File: src/rtl/div_tick_sync.sv
`default_nettype none
// ============================================================================
//  Module      : div_tick_sync
//  Description : Synchronises ripple-divider taps into the clk domain, selects
//                one tap at run time and emits a one-cycle tick enable per
//                rising edge of that tap. Also keeps a wrapping tick counter
//                and blanks ticks for a settle window after enable or after
//                a change of tap selection.
//  Revision    : 1.0 - initial release
// ============================================================================
module div_tick_sync #(
    parameter int NTAP       = 10,
    parameter int SEL_W      = 4,
    parameter int CNT_W      = 16,
    parameter int SETTLE_CYC = 4
) (
    input  logic             clk,
    input  logic             rstn,
    input  logic [NTAP-1:0]  div_in,
    input  logic [SEL_W-1:0] sel,
    input  logic             en,
    input  logic             clr,
    output logic             tick,
    output logic [CNT_W-1:0] tick_cnt,
    output logic             wrap,
    output logic             sel_err,
    output logic             busy
);

    localparam int               c_STW         = (SETTLE_CYC > 1) ? $clog2(SETTLE_CYC) : 1;
    localparam logic [c_STW-1:0] c_SETTLE_LOAD = c_STW'(SETTLE_CYC - 1);
    localparam logic [c_STW-1:0] c_SETTLE_ONE  = c_STW'(1);
    localparam logic [CNT_W-1:0] c_CNT_ONE     = CNT_W'(1);

    localparam logic [1:0] c_IDLE   = 2'd0;
    localparam logic [1:0] c_SETTLE = 2'd1;
    localparam logic [1:0] c_RUN    = 2'd2;

    logic [NTAP-1:0]  r_s1;
    logic [NTAP-1:0]  r_s2;
    logic             r_prev;
    logic [1:0]       r_state;
    logic [1:0]       w_state_nxt;
    logic [SEL_W-1:0] r_sel_q;
    logic [SEL_W-1:0] w_sel_nxt;
    logic [c_STW-1:0] r_settle;
    logic [c_STW-1:0] w_settle_nxt;
    logic             r_tick;
    logic             w_tick_nxt;
    logic [CNT_W-1:0] r_cnt;
    logic             r_wrap;
    logic             r_sel_err;
    logic             w_sel_ok;
    logic             w_tap;
    logic             w_rise;

    // Two-flop synchroniser on every tap, running regardless of FSM state
    always_ff @(posedge clk or negedge rstn) begin
        if (!rstn) begin
            r_s1 <= '0;
            r_s2 <= '0;
        end else begin
            r_s1 <= div_in;
            r_s2 <= r_s1;
        end
    end

    // Tap mux; an out-of-range selection reads as a constant low tap
    always_comb begin
        w_tap    = 1'b0;
        w_sel_ok = 1'b0;
        for (int i = 0; i < NTAP; i++) begin
            if (32'(r_sel_q) == i) begin
                w_tap    = r_s2[i];
                w_sel_ok = 1'b1;
            end
        end
    end

    assign w_rise = w_tap & ~r_prev;

    // Edge-detect history tracks the tap in every state so stale highs never tick
    always_ff @(posedge clk or negedge rstn) begin
        if (!rstn) begin
            r_prev    <= 1'b0;
            r_sel_err <= 1'b0;
        end else begin
            r_prev    <= w_tap;
            r_sel_err <= ~w_sel_ok;
        end
    end

    // FSM state, latched selection, settle counter and registered tick
    always_ff @(posedge clk or negedge rstn) begin
        if (!rstn) begin
            r_state  <= c_IDLE;
            r_sel_q  <= '0;
            r_settle <= '0;
            r_tick   <= 1'b0;
        end else begin
            r_state  <= w_state_nxt;
            r_sel_q  <= w_sel_nxt;
            r_settle <= w_settle_nxt;
            r_tick   <= w_tick_nxt;
        end
    end

    // Next-state: disable beats reselect, reselect restarts settling from any state
    always_comb begin
        w_state_nxt  = r_state;
        w_sel_nxt    = r_sel_q;
        w_settle_nxt = r_settle;
        w_tick_nxt   = 1'b0;
        if (!en) begin
            w_state_nxt = c_IDLE;
        end else if ((sel != r_sel_q) || (r_state == c_IDLE)) begin
            w_sel_nxt    = sel;
            w_settle_nxt = c_SETTLE_LOAD;
            w_state_nxt  = c_SETTLE;
        end else if (r_state == c_SETTLE) begin
            if (r_settle == '0) begin
                w_state_nxt = c_RUN;
            end else begin
                w_settle_nxt = r_settle - c_SETTLE_ONE;
            end
        end else if (r_state == c_RUN) begin
            w_tick_nxt = w_rise & ~r_sel_err;
        end else begin
            w_state_nxt = c_IDLE;
        end
    end

    // Tick counter; clear has priority and never produces a wrap pulse
    always_ff @(posedge clk or negedge rstn) begin
        if (!rstn) begin
            r_cnt  <= '0;
            r_wrap <= 1'b0;
        end else if (clr) begin
            r_cnt  <= '0;
            r_wrap <= 1'b0;
        end else if (r_tick) begin
            r_cnt  <= r_cnt + c_CNT_ONE;
            r_wrap <= &r_cnt;
        end else begin
            r_wrap <= 1'b0;
        end
    end

    assign tick     = r_tick;
    assign tick_cnt = r_cnt;
    assign wrap     = r_wrap;
    assign sel_err  = r_sel_err;
    assign busy     = (r_state == c_SETTLE);

endmodule
`default_nettype wire

File: config.mk
export PLATFORM = sky130hd
export DESIGN_NAME = div_tick_sync
export DESIGN_NICKNAME = d
export VERILOG_FILES = /design/src/rtl/div_tick_sync.sv
export SDC_FILE = /design/constraint.sdc
export NUM_CORES = 1
export LEC_CHECK = 0
export CAP_MARGIN = 20
export CORE_UTILIZATION = 54
export DETAILED_ROUTE_END_ITERATION = 6
export HOLD_SLACK_MARGIN = 0.1
export PLACE_DENSITY = 0.95
export SYNTH_ARGS = -nofsm -noshare
export SYNTH_HDL_FRONTEND = slang
export SYNTH_SLANG_ARGS = --single-unit
File: constraint.sdc
create_clock -name clk -period 2.9 [get_ports clk]
set_clock_uncertainty 0.1 [all_clocks]
set_input_delay 0.725 -clock clk [delete_from_list [all_inputs] [get_ports clk]]
set_output_delay 0.725 -clock clk [all_outputs]
set_load 0.05 [all_outputs]
==> impl_summary.txt <==
----------------------------------------------------
[Routing]
  Total number of vias ... 1387
  First-pass iteration count of the detailed router ... 4
  Antenna violation net count after detailed routing ... 0
  Detailed-routing wirelength on met1 ... 1.52 mm
  Top Layer Used ... met4
  Count of routing violations after the opening detailed-route iteration ... 86
  Drt wl/cell ... 14.4 µm
  WL met2 ... 1.85 mm
  Number of vias per cell ... 5.62
  DRC violations left ... 0
  Overall routed net length ... 3.56 mm
  Met3 wire length ... 143 µm

[Floorplan]
  Total number of placement rows ... 21
  Width of the die ... 61.9 µm
  Starting density of the core ... 57.2%
  Die Outline Area ... 3830 µm²
  Placeable Area ... 3390 µm²
  I/O pin total ... 38
  Die height ... 61.9 µm

[Clock tree]
  CTS Buf Count ... 5
  Number of H-tree levels ... 2
  Clock sink count ... 48
  TritonCTS clock tree ... yes
  Buffer count from post-CTS setup fixing ... 0
  Root buffer selected by CTS ... sky130_fd_sc_hd__clkbuf_4
  Number of buffers between clock root and the deepest sink ... 2
  Clock latency on the worst-skew pair ... 0.35 ns
  Clock transition at the registers of the reported paths ... 0.13 ns
  Post-cts gate resize count ... 0

[Yosys]
  Post-synthesis instance total ... 157
  Flip-flop cell with the highest count after synthesis ... sky130_fd_sc_hd__dfrtp_1
  Combined area of all synthesized cells ... 1940 µm²
  Syn avg cell area ... 12.3 µm²
  Top cell type's share of synthesized area ... 62.0%
  Most common library cells after synthesis ... 48 x sky130_fd_sc_hd__dfrtp_1, 13 x sky130_fd_sc_hd__nor2_1, 8 x sky130_fd_sc_hd__nand4_1, 8 x sky130_fd_sc_hd__xnor2_1
  Ys async rst share ... 100%
  FF+latch count, synth ... 48
  Number of warnings printed during yosys synthesis ... 0
  Ranking of synthesized cells by area ... sky130_fd_sc_hd__dfrtp_1 62%, sky130_fd_sc_hd__xnor2_1 3.6%, sky130_fd_sc_hd__xor2_1 2.7%, sky130_fd_sc_hd__nand4_1 2.6%, sky130_fd_sc_hd__nor2_1 2.5%
  Synth unique cells ... 37
  EDFF count, synth ... 0
  Share of the yosys chip area belonging to registers ... 62.0%
  Cell taking the most area after synthesis ... sky130_fd_sc_hd__dfrtp_1
  Count leader, synth ... sky130_fd_sc_hd__dfrtp_1
  Synth Net Count ... 177

[Place]
  Placer Congestion ... 0.854
  Total of buffers placed on input and output ports ... 37
  Placed cell count ... 237
  Placement-stage cell area ... 2350 µm²
  Placed wire-length estimate ... 2.55 mm

[Layout]
  Storage cell area ... 1200 µm²
  Non-Filler Instances ... 247
  Final Cell Area ... 2460 µm²
  Fill cell total of the finished layout ... 211
  Area used by multi-input combinational logic ... 691 µm²
  Final #Nets ... 220
  Count of inserted antenna diode cells ... 0
  Fraction of final layout cells sized beyond drive strength 1 ... 10.4%
  Synthesis-to-finish area growth ... 27.1%

[Worst setup path]
  CP startpoint kind ... flip-flop
  Worst path required time ... 2.08 ns
  Worst setup path class ... flip-flop to primary output
  Flop-to-flop setup slack ... 1.04 ns
  Largest fanout of any net on the critical path ... 3
  Worst R2R End ... tick_cnt[15]
  Cells on worst reg2reg path ... 4
  Worst reg2reg startpoint ... tick_cnt[2]
  Critical path data arrival time ... 1.76 ns
  Crit path capture type ... primary output

[STA]
  Pins over their slew limit ... 0
  Timing-limited maximum frequency ... 387 MHz
  Final critical delay including setup and external delays ... 2.58 ns
  Setup Viol. Count Final ... 0
  Unrepaired setup endpoints after global routing ... false
  Sum Neg Setup Slack ... 0 ns
  Worst Tran Pin Value ... 0.527 ns
  Slew headroom ... 64.5%
  Period utilisation layout ... 89.1%
  Number of hold violations in the final report ... 0

[Power]
  Largest vdd supply drop ... 442 µV
  Portion of total power attributed to combinational logic ... 9.7%
  Share of total power in sequential cells ... 58.5%
  Power dissipated by switching net loads ... 0.284 mW
  Clk pwr share ... 31.8%
  Power per standard cell area ... 499 nW/µm²
  Internal Dissipation ... 0.944 mW
  Lkg Pwr ... 1.02 nW
  Switching part of the total ... 23.1%

[Status]
  Run status ... finished clean

[Global route]
  Number of antenna violations at the first check in global routing ... 0
  Pin count of the biggest net entering global routing ... 49
  Leftover overflow at the end of global routing ... 0
  Wire length of the first global-routing pass ... 5.95 mm
  Total Routing Usage GR ... 22.1%
  Via count of the first global-routing pass ... 1343

[Min path]
  End point of the most critical hold path ... r_s2[8]
  HP Start ... r_s1[8]
  Hold depth ... 0
  Class of the most critical hold timing path ... flip-flop to flip-flop

[Run]
  Max_cap viols ... 0

----------------------------------------------------
[cells by family after synthesis]
logic type	count (synthesis)	share of synthesized area (%)
buffers and inverters	10	2.39
XOR/XNOR	14	6.33
adder cells (fa/ha/maj)	2	1.29
AO/OA/AOI/OAI	20	6.65
AND/OR/NAND/NOR	54	15.8
multiplexers	9	5.55
flip-flops	48	62.0
[area by class of cell]
| type | instances | area share [%] |
|---|---|---|
| flip-flops and latches | 48 | 48.8 |
| multi-input cells | 99 | 28.0 |
| repair buffers | 41 | 16.7 |
| well taps | 46 | 2.34 |
| clock inverters | 3 | 1.93 |
| clock buffers | 5 | 1.52 |
| inverters | 5 | 0.762 |
[cells in the final DEF (no fill, tap or decap), types with 3 or more instances in the layout]
| cell | n |
|---|---|
| sky130_fd_sc_hd__a21oi_1 | 6 |
| sky130_fd_sc_hd__clkbuf_4 | 5 |
| sky130_fd_sc_hd__clkdlybuf4s50_1 | 36 |
| sky130_fd_sc_hd__dfrtp_1 | 48 |
| sky130_fd_sc_hd__inv_1 | 5 |
| sky130_fd_sc_hd__mux2_2 | 4 |
| sky130_fd_sc_hd__mux2i_1 | 4 |
| sky130_fd_sc_hd__nand2_1 | 5 |
| sky130_fd_sc_hd__nand3_1 | 4 |
| sky130_fd_sc_hd__nand4_1 | 8 |
| sky130_fd_sc_hd__nor2_1 | 13 |
| sky130_fd_sc_hd__nor2b_1 | 6 |
| sky130_fd_sc_hd__nor4_1 | 4 |
| sky130_fd_sc_hd__o21ai_0 | 5 |
| sky130_fd_sc_hd__or3_1 | 3 |
| sky130_fd_sc_hd__xnor2_1 | 8 |
| sky130_fd_sc_hd__xor2_1 | 6 |
[power by group through the flow]
stage,combinational [mW],clock [mW],sequential (mW)
6_report,0.119,0.391,0.718
5_1_grt,0.133,0.430,0.722
4_1_cts,0.116,0.400,0.719
3_5_place_dp,0.114,0,0.732
3_3_place_gp,0.108,0,0.729
2_1_floorplan,0.0614,0,0.730
[worst max-delay path by stage]
stage	start	end	slack, ns	cells past startpoint
CTS	r_state[0]	busy	0.29	2
global placement	clr	tick_cnt[14]	0.43	6
finish	r_state[1]	busy	0.32	2
detailed placement	clr	tick_cnt[14]	0.34	6
global route	r_state[0]	busy	0.23	2
floorplan	clr	tick_cnt[15]	0.87	5
[worst max-delay path, stage by stage, from the launching register on]
cell and delay (ns):
sky130_fd_sc_hd__dfrtp_1 0.41, sky130_fd_sc_hd__nor2b_1 0.17, sky130_fd_sc_hd__clkdlybuf4s50_1 0.83
[registers in the layout, summed over array words and instances, names as in the netlist, 2 cells and up]
signal and cells:
tick_cnt 16, r_s2 10, r_state 2, r_settle 2, r_sel_q 4, r_s1 10
[repair_timing]
action	in CTS	in global routing
endpoints found under the hold margin	0	2
hold buffers	0	1
setup endpoints to repair	0	0
[layer usage]
metal  track usage [%]  vias to the layer above
met1              27.1                      685
met3              4.55                        7
li1                  -                      647
met2              37.3                       48
met4              11.1                        0
met5                 0                        -
[per-stage QoR]
step | utilization [%] | setup WS (ns) | hold slack [ns] | power, mW
after floorplan | - | 0.870 | 0.231 | 0.791
after global placement | 69.3 | 0.432 | 0.233 | 0.836
after detailed placement | 69.3 | 0.342 | 0.236 | 0.847
after CTS | 71.8 | 0.294 | 0.267 | 1.23
after global routing | 72.7 | 0.228 | 0.272 | 1.29
final | 72.7 | 0.317 | 0.262 | 1.23
Note: power is estimated with default switching activity, not from simulation.
